<file path="config.mk">
export PLATFORM = sky130hd
export DESIGN_NAME = seg_scan_bcd
export DESIGN_NICKNAME = d
export VERILOG_FILES = /design/src/rtl/seg_scan_bcd.sv
export SDC_FILE = /design/constraint.sdc
export NUM_CORES = 1
export LEC_CHECK = 0
export ABC_AREA = 0
export ABC_CLOCK_PERIOD_IN_PS = 12040
export CORE_ASPECT_RATIO = 2
export CORE_MARGIN = 2
export CORE_UTILIZATION = 52
export DETAILED_ROUTE_END_ITERATION = 10
export PLACE_DENSITY = 0.81
export SYNTH_ARGS = -nofsm -noshare
export SYNTH_HDL_FRONTEND = slang
export SYNTH_SLANG_ARGS = --single-unit
export TNS_END_PERCENT = 100
</file>
<file path="constraint.sdc">
create_clock -name freq_source -period 12.04 [get_ports freq_source]
set_clock_uncertainty 0.2 [all_clocks]
set_input_delay 2.408 -clock freq_source [delete_from_list [all_inputs] [get_ports freq_source]]
set_output_delay 2.408 -clock freq_source [all_outputs]
set_load 0.1 [all_outputs]
</file>
<file path="src/rtl/seg_scan_bcd.sv">
// Binary-to-BCD display driver: sequential double-dabble conversion into a
// held display register, scanned across GROUPS segment buses with DP, blanking and overflow.
module seg_scan_bcd #(
  parameter  int unsigned DIGITS   = 8,
  parameter  int unsigned GROUPS   = 2,
  parameter  int unsigned BIN_W    = 32,
  parameter  int unsigned SCAN_DIV = 1,
  localparam int unsigned DPW      = $clog2(DIGITS) + 1
) (
  input  logic                  freq_source,
  input  logic                  rst,
  input  logic [BIN_W-1:0]      bin_in,
  input  logic                  load,
  input  logic [DPW-1:0]        dp_pos,
  input  logic                  blank_lz,
  output logic                  busy,
  output logic                  done,
  output logic                  ovf,
  output logic [GROUPS*8-1:0]   seg_out,
  output logic [DIGITS-1:0]     an_out
);

  localparam int unsigned DPG = DIGITS / GROUPS;
  localparam int unsigned BW  = DIGITS * 4;
  localparam int unsigned IW  = (DIGITS > 1) ? $clog2(DIGITS) : 1;
  localparam int unsigned PW  = (SCAN_DIV > 1) ? $clog2(SCAN_DIV) : 1;
  localparam int unsigned CW  = $clog2(BIN_W + 1);

  typedef enum logic {S_IDLE, S_CONV} state_t;

  state_t              state_q, state_d;
  logic [BIN_W-1:0]    sr_q, sr_d;
  logic [BW-1:0]       bcd_q, bcd_d;
  logic [BW-1:0]       disp_q, disp_d;
  logic [CW-1:0]       cnt_q, cnt_d;
  logic                ovf_acc_q, ovf_acc_d;
  logic                ovf_q, ovf_d;
  logic                done_q, done_d;
  logic [PW-1:0]       presc_q, presc_d;
  logic [IW-1:0]       idx_q, idx_d;
  logic [GROUPS*8-1:0] seg_q, seg_d;
  logic [DIGITS-1:0]   an_q, an_d;

  logic [BW-1:0]       adj;
  logic [BW-1:0]       bcd_shift;
  logic                carry_out;
  logic [3:0]          cur_dig;
  logic                upper_zero;
  logic                run_zero;
  int unsigned         grp;
  logic                dp_hit;
  logic                blank;
  logic [7:0]          seg_byte;

  function automatic logic [6:0] glyph(input logic [3:0] v);
    case (v)
      4'd0:    glyph = 7'h3F;
      4'd1:    glyph = 7'h06;
      4'd2:    glyph = 7'h5B;
      4'd3:    glyph = 7'h4F;
      4'd4:    glyph = 7'h66;
      4'd5:    glyph = 7'h6D;
      4'd6:    glyph = 7'h7D;
      4'd7:    glyph = 7'h07;
      4'd8:    glyph = 7'h7F;
      4'd9:    glyph = 7'h6F;
      default: glyph = 7'h00;
    endcase
  endfunction

  always_ff @(posedge freq_source or posedge rst) begin
    if (rst) begin
      state_q   <= S_IDLE;
      sr_q      <= '0;
      bcd_q     <= '0;
      disp_q    <= '0;
      cnt_q     <= '0;
      ovf_acc_q <= 1'b0;
      ovf_q     <= 1'b0;
      done_q    <= 1'b0;
      presc_q   <= '0;
      idx_q     <= '0;
      seg_q     <= '0;
      an_q      <= '0;
    end else begin
      state_q   <= state_d;
      sr_q      <= sr_d;
      bcd_q     <= bcd_d;
      disp_q    <= disp_d;
      cnt_q     <= cnt_d;
      ovf_acc_q <= ovf_acc_d;
      ovf_q     <= ovf_d;
      done_q    <= done_d;
      presc_q   <= presc_d;
      idx_q     <= idx_d;
      seg_q     <= seg_d;
      an_q      <= an_d;
    end
  end

  // Conversion FSM: add-3 adjust then shift one bit per cycle; publish on the last shift.
  always_comb begin
    state_d   = state_q;
    sr_d      = sr_q;
    bcd_d     = bcd_q;
    disp_d    = disp_q;
    cnt_d     = cnt_q;
    ovf_acc_d = ovf_acc_q;
    ovf_d     = ovf_q;
    done_d    = 1'b0;

    for (int unsigned i = 0; i < DIGITS; i++) begin
      adj[i*4 +: 4] = (bcd_q[i*4 +: 4] >= 4'd5) ? bcd_q[i*4 +: 4] + 4'd3 : bcd_q[i*4 +: 4];
    end
    bcd_shift = {adj[BW-2:0], sr_q[BIN_W-1]};
    carry_out = adj[BW-1];

    case (state_q)
      S_IDLE: begin
        if (load) begin
          sr_d      = bin_in;
          bcd_d     = '0;
          cnt_d     = '0;
          ovf_acc_d = 1'b0;
          state_d   = S_CONV;
        end
      end
      S_CONV: begin
        sr_d      = sr_q << 1;
        bcd_d     = bcd_shift;
        ovf_acc_d = ovf_acc_q | carry_out;
        cnt_d     = cnt_q + CW'(1);
        if (cnt_q == CW'(BIN_W - 1)) begin
          state_d = S_IDLE;
          done_d  = 1'b1;
          disp_d  = bcd_shift;
          ovf_d   = ovf_acc_q | carry_out;
        end
      end
      default: state_d = S_IDLE;
    endcase
  end

  // Scan path: prescaler, digit index and the registered segment/anode image.
  always_comb begin
    presc_d = presc_q + PW'(1);
    idx_d   = idx_q;
    if (presc_q == PW'(SCAN_DIV - 1)) begin
      presc_d = '0;
      idx_d   = (idx_q == IW'(DIGITS - 1)) ? '0 : idx_q + IW'(1);
    end

    cur_dig    = '0;
    upper_zero = 1'b0;
    grp        = 0;
    run_zero   = 1'b1;
    for (int i = int'(DIGITS) - 1; i >= 0; i--) begin
      run_zero = run_zero & (disp_q[i*4 +: 4] == 4'd0);
      if (idx_q == IW'(i)) begin
        cur_dig    = disp_q[i*4 +: 4];
        upper_zero = run_zero;
        grp        = int'(i) / DPG;
      end
    end

    dp_hit = (dp_pos == DPW'(idx_q));
    // A DP at or above this digit keeps it visible, so "0.5" never loses its leading zero.
    blank  = blank_lz && (idx_q != '0) && upper_zero &&
             ((dp_pos >= DPW'(DIGITS)) || (DPW'(idx_q) > dp_pos));

    if (ovf_q) begin
      seg_byte = 8'h40;
    end else begin
      seg_byte = {dp_hit, blank ? 7'h00 : glyph(cur_dig)};
    end

    seg_d = '0;
    for (int unsigned g = 0; g < GROUPS; g++) begin
      if (grp == g) begin
        seg_d[g*8 +: 8] = seg_byte;
      end
    end
    an_d = DIGITS'(1) << idx_q;
  end

  assign busy    = (state_q == S_CONV);
  assign done    = done_q;
  assign ovf     = ovf_q;
  assign seg_out = seg_q;
  assign an_out  = an_q;

endmodule
</file>
# Yosys cells after proc, flatten, opt, wreduce, memory -nomap -nowiden
# Memory sizes are Yosys's and may differ from the RTL's.
# Index checks and enable logic that the tools add are counted.
# Widths: inputs -> output; s select.
dict set report totals {
  reg_bits 134
  romBits 112
  input_bits 40
  output_inout_bits 27
  elab_cells 122
  n_memories 1
}
dict set report classes {
  n_addsub 11
  order_cmp 10
  eq_ne 11
  shifts 1
  mux 51
  bitwise 9
  n_reduce_logical 16
}
# name depth width rd rd_ports_with_merged_regs write_ports line
set mem_list {}
lappend mem_list {{(name not given)} 16 7 1 0 0 56} ;# case (v)
# operator count
set ops {}
lappend ops {{$mux 32} 9}
lappend ops {{$pmux 32 s2} 2}
lappend ops {{$mux 4} 16}
lappend ops {{$add 4x2->4 const B} 8}
lappend ops {{$eq 32x1->1 const B} 1}
lappend ops {{$ge 4x3->1 const B} 8}
lappend ops {{$logic_not 32->1} 1}
lappend ops {{$logic_not 4->1} 8}
lappend ops {{$mux 8} 3}
lappend ops {{$mux 1} 15}
lappend ops {{$eq 3x3->1 const B} 4}
lappend ops {{$pmux 6 s2} 1}
lappend ops {{$shl 1x3->8 const A} 1}
lappend ops {{$and 1x1->1} 7}
lappend ops {{$mux 7} 1}
lappend ops {{$add 6x1->6 const B} 1}
lappend ops {{$eq 3x2->1 const B} 2}
lappend ops {{$eq 6x5->1 const B} 1}
lappend ops {{$mux 6} 1}
lappend ops {{$eq 4x3->1} 1}
lappend ops {{$ge 4x4->1 const B} 1}
lappend ops {{$gt 3x4->1} 1}
lappend ops {{$pmux 1 s2} 2}
lappend ops {{$add 3x1->3 const B} 1}
lappend ops {{other kinds (11)} 13}

# Logic depth before layout (Yosys ltp)
dict set report depth {
  ltp_word 14
  mapped_depth 12
  mapped_depth_nobuf 11
}

# Worst setup path after synthesis
# No wires, ideal clock.
dict set report synth_timing {
  path_type {input-to-reg}
  startpoint {input dp_pos[1]}
  endpoint {register seg_q[0] (netlist: seg_out[0])}
  setup_time_ns 0.079
  arrival_ns 3.629
  required_time_ns 11.761
  path_slack_ns 8.132
  cell_stages 8
  n_path_buf 0
  path_cell_list {inv_1 ha_1 nor2b_1 o21ai_0 a21oi_1 o22ai_1 o221ai_2 a21oi_1}
}
dict set report synth_between {
  elab_chain_cells 6
  elab_cells_between_ends 7
  classes_between {order compare: 2; mux: 3; reduce/logical: 2}
}
# element line
set synth_rtl {}
lappend synth_rtl {{from (decl)} 14} ;# input logic [DPW-1:0] dp_pos,
lappend synth_rtl {{$ge 4x4->1 or $gt 3x4->1 (tied branches)} 169} ;# ((dp_pos >= DPW'(DIGITS)) || (DPW'(idx_q) > dp_pos));
lappend synth_rtl {{$logic_or 1x1->1 (*)} 169}
lappend synth_rtl {{$logic_and 1x1->1 (*)} 168} ;# blank = blank_lz && (idx_q != '0) && upper_zero &&
lappend synth_rtl {{$mux 7 (*)} 174} ;# seg_byte = {dp_hit, blank ? 7'h00 : glyph(cur_dig)};
lappend synth_rtl {{$mux 8 (*)} 171} ;# if (ovf_q) begin
lappend synth_rtl {{$mux 8 (*)} 179} ;# if (grp == g) begin
lappend synth_rtl {{net seg_d[0]} 41} ;# logic [GROUPS*8-1:0] seg_q, seg_d;
lappend synth_rtl {{to (signal assigned)} 96} ;# seg_q <= seg_d;
lappend synth_rtl {{to (decl)} 41}
# The timed path passes the listed nets; every way through them passes the cells marked *.
# A chain may end at the register's enable or synchronous reset.

# Final worst setup path
dict set report layout_timing {
  startpoint {register state_q (netlist: busy)}
  endpoint {output busy}
}
# element line
set layout_rtl {}
lappend layout_rtl {{from (decl)} 31} ;# state_t state_q, state_d;
lappend layout_rtl {{from (signal assigned)} 86} ;# state_q <= state_d;
lappend layout_rtl {{to (decl)} 16} ;# output logic busy,
# No word-level cell between the ends.

==> metrics.txt <==
status=completed; measured slew at the worst slew-check pin=975 ps; fin crit period=4960 ps; Synth Flop Type=dfrtp_1; CTS Buf Count=17; Max transition margin=34.8%; Synth Register Bits=133; postcts setup bufs=0; Die Ht=167 um; 1st-pass router iterations=7; global route overflow=0; Crit path largest cell delay=1220 ps; Clock Power Share=25.5%; FF-to-FF setup slack=8560 ps; Routed Antenna Nets=0; Netlist cell types=58; Layout fillers=1034; Flop pwr share=37.0%; layout cell share with drive strength beyond 1=8.50%; global-route wire length before repair=25400 um; clk buf depth=2; Post-synth ARST share=100%; Placer Congestion=0.965; DR WL/cell=16.7 um; Top delay family on crit path=buffers and inverters; Sink Count=133; WS Path Type=reg -> out; Worst setup EP type=output pin; clock root buffer=clkbuf_16; CP Cell Sequence=clkdlybuf4s50_1; NetSw=803 uW; DR iter-0 viols=311; Starting Density=52.9%; Cell Rows=59; Switching Share=39.2%; Netlist Area Pre-Place=6870 um2; syn_nets=752; Final Slew Violations=0; routed vias/inst=5.88; Synth top area share=48.5%; number of global-route vias before repair=5491; die area=14200 um2; worst-skew pair later-pin latency=420 ps; ANT cells=0; Routed WL=15100 um; area post-placement=7580 um2; detailed-route via count=5319; HP Class=reg -> reg; total track usage=22.3%; Slowest cell on crit path=clkdlybuf4s50_1; Lkg Pwr=0.00373 uW; port bufs=66; Die X=85.3 um; Area growth syn-to-layout=19.2%; TNS Setup=0 ps; pin count of the biggest net entering global routing=87; unrepaired setup endpoints after global routing=no; Startpoint Class=register; worst vdd ir=234 uV; Synth area leader=dfrtp_1; core area=13000 um2; nets=807; Cell Pwr Density=251 nW/um2; dominant cells by area after synthesis=dfrtp_1 (48%), mux2i_1 (7.4%), ha_1 (4.9%); CTS clk-pin slew, worst paths=60 ps; initial antenna violation count=0; total number of yosys warnings=0; CTS H-tree lvls=4; post-route DRC violation count=0; post-CTS sizing=0; hpwl dp=10600 um; Max FO, Critical Path=46; I/O pins=67; sequential share of the synthesized area=48.5%; post-synthesis average cell area=10.0 um2; Buf+Inv Stages, Crit Path=1; Pint=1250 uW; hold_buf cts=0; cell area after layout=8190 um2; FMAX=202 MHz; combinational share of power=37.4%; Arrival @ worst endpoint=2350 ps; Max Cap Violations=0; TritonCTS clock tree=built; final hold vios=0; CP Data Required Time=9430 ps; setup violators final=0; Post-synth EDFFs=0; Cells after Synth=685; final period utilization=41.2%
[power groups by stage]
stage,registers (uW),logic (uW),clock network (uW)
after floorplan,812,508,0
after global placement,748,718,0
after detailed placement,761,760,0
after CTS,757,774,529
after global routing,779,859,548
final,759,768,524
[stage by stage]
stage	util, %	hold WS, ps	setup WS (ps)	power [uW]	instances
2_1_floorplan	-	245	5880	1320	685
3_3_place_gp	58.4	264	7330	1470	873
3_5_place_dp	58.4	277	7230	1520	873
4_1_cts	63.0	290	7070	2060	905
5_1_grt	63.0	314	6990	2190	905
6_report	63.0	288	7080	2050	905
[worst paths after layout]
kind	from	end	cells past startpoint
setup / recovery	busy	busy	1
hold / removal	sr_q[20]	sr_q[21]	2
setup reg to reg	idx_q[1]	seg_out[14]	10
hold reg to reg	sr_q[20]	sr_q[21]	2
max in group asynchronous	rst	busy	4
min in group asynchronous	rst	done	2
[flip-flops by register name, indices dropped and copies added, names as in the netlist]
signal / count
bcd_q: 32
disp_q: 32
sr_q: 32
seg_out: 16
an_out: 8
cnt_q: 6
idx_q: 3
busy: 1
done: 1
ovf: 1
ovf_acc_q: 1
[area by class of cell]
class	count	area [um2]	share of cell area (%)
clock buffer	20	447	5.46
clock inverter	12	155	1.90
inverter	31	119	1.45
multi-input combinational	485	3240	39.6
sequential	133	3330	40.7
tap	152	190	2.32
timing repair buffer	72	701	8.56
[metal layers]
| layer | share of wire, % | up-vias | track usage (%) |
|---|---|---|---|
| met5 | 0 | - | 0 |
| met4 | 4.5 | 0 | 12.7 |
| met3 | 4.4 | 47 | 4.81 |
| met2 | 55 | 178 | 39.6 |
| met1 | 36 | 2582 | 23.9 |
| li1 | - | 2512 | - |
[logic make-up (layout without fill, tap and decap cells)]
kind of cell / after synthesis / count (layout) / synth area share [%]
AOI/OAI and AO/OA: 169 / 169 / 15.2
xor gates and xnor gates: 11 / 11 / 1.40
adders and majority gates: 27 / 27 / 4.92
buffers and inverters: 67 / 135 / 4.46
DFF: 133 / 133 / 48.5
muxes: 66 / 66 / 9.95
and+or+nand+nor: 212 / 212 / 15.6
[cells in the mapped netlist, types with 7 or more instances]
library cell  number
nand2_1           82
xnor2_1           10
nand3_1           10
nor2b_1           11
a21oi_1           57
nor2_1            34
nand2b_1          21
dfrtp_1          133
o31ai_1           11
o21ai_0           65
clkbuf_1          19
inv_1             30
buf_2              7
nor3b_1           27
mux2_2            14
ha_1              27
mux2i_1           51
[cells in the final DEF, fill, tap and decap left out, types with 6 or more instances in the layout]
cell type and instances:
nor2_1 33, nor3_1 6, mux2i_1 51, nor2b_1 11, clkbuf_16 17, nand2b_1 21
nand3_1 10, mux2_2 14, a31oi_1 6, a21oi_1 57, buf_4 6, ha_1 27
dfrtp_1 132, xnor2_1 10, o31ai_1 11, o21ai_0 65, clkdlybuf4s50_1 65, nor4_1 6
inv_1 29, nor3b_1 27, nand2_1 82
(Power assumes the default switching activity.)
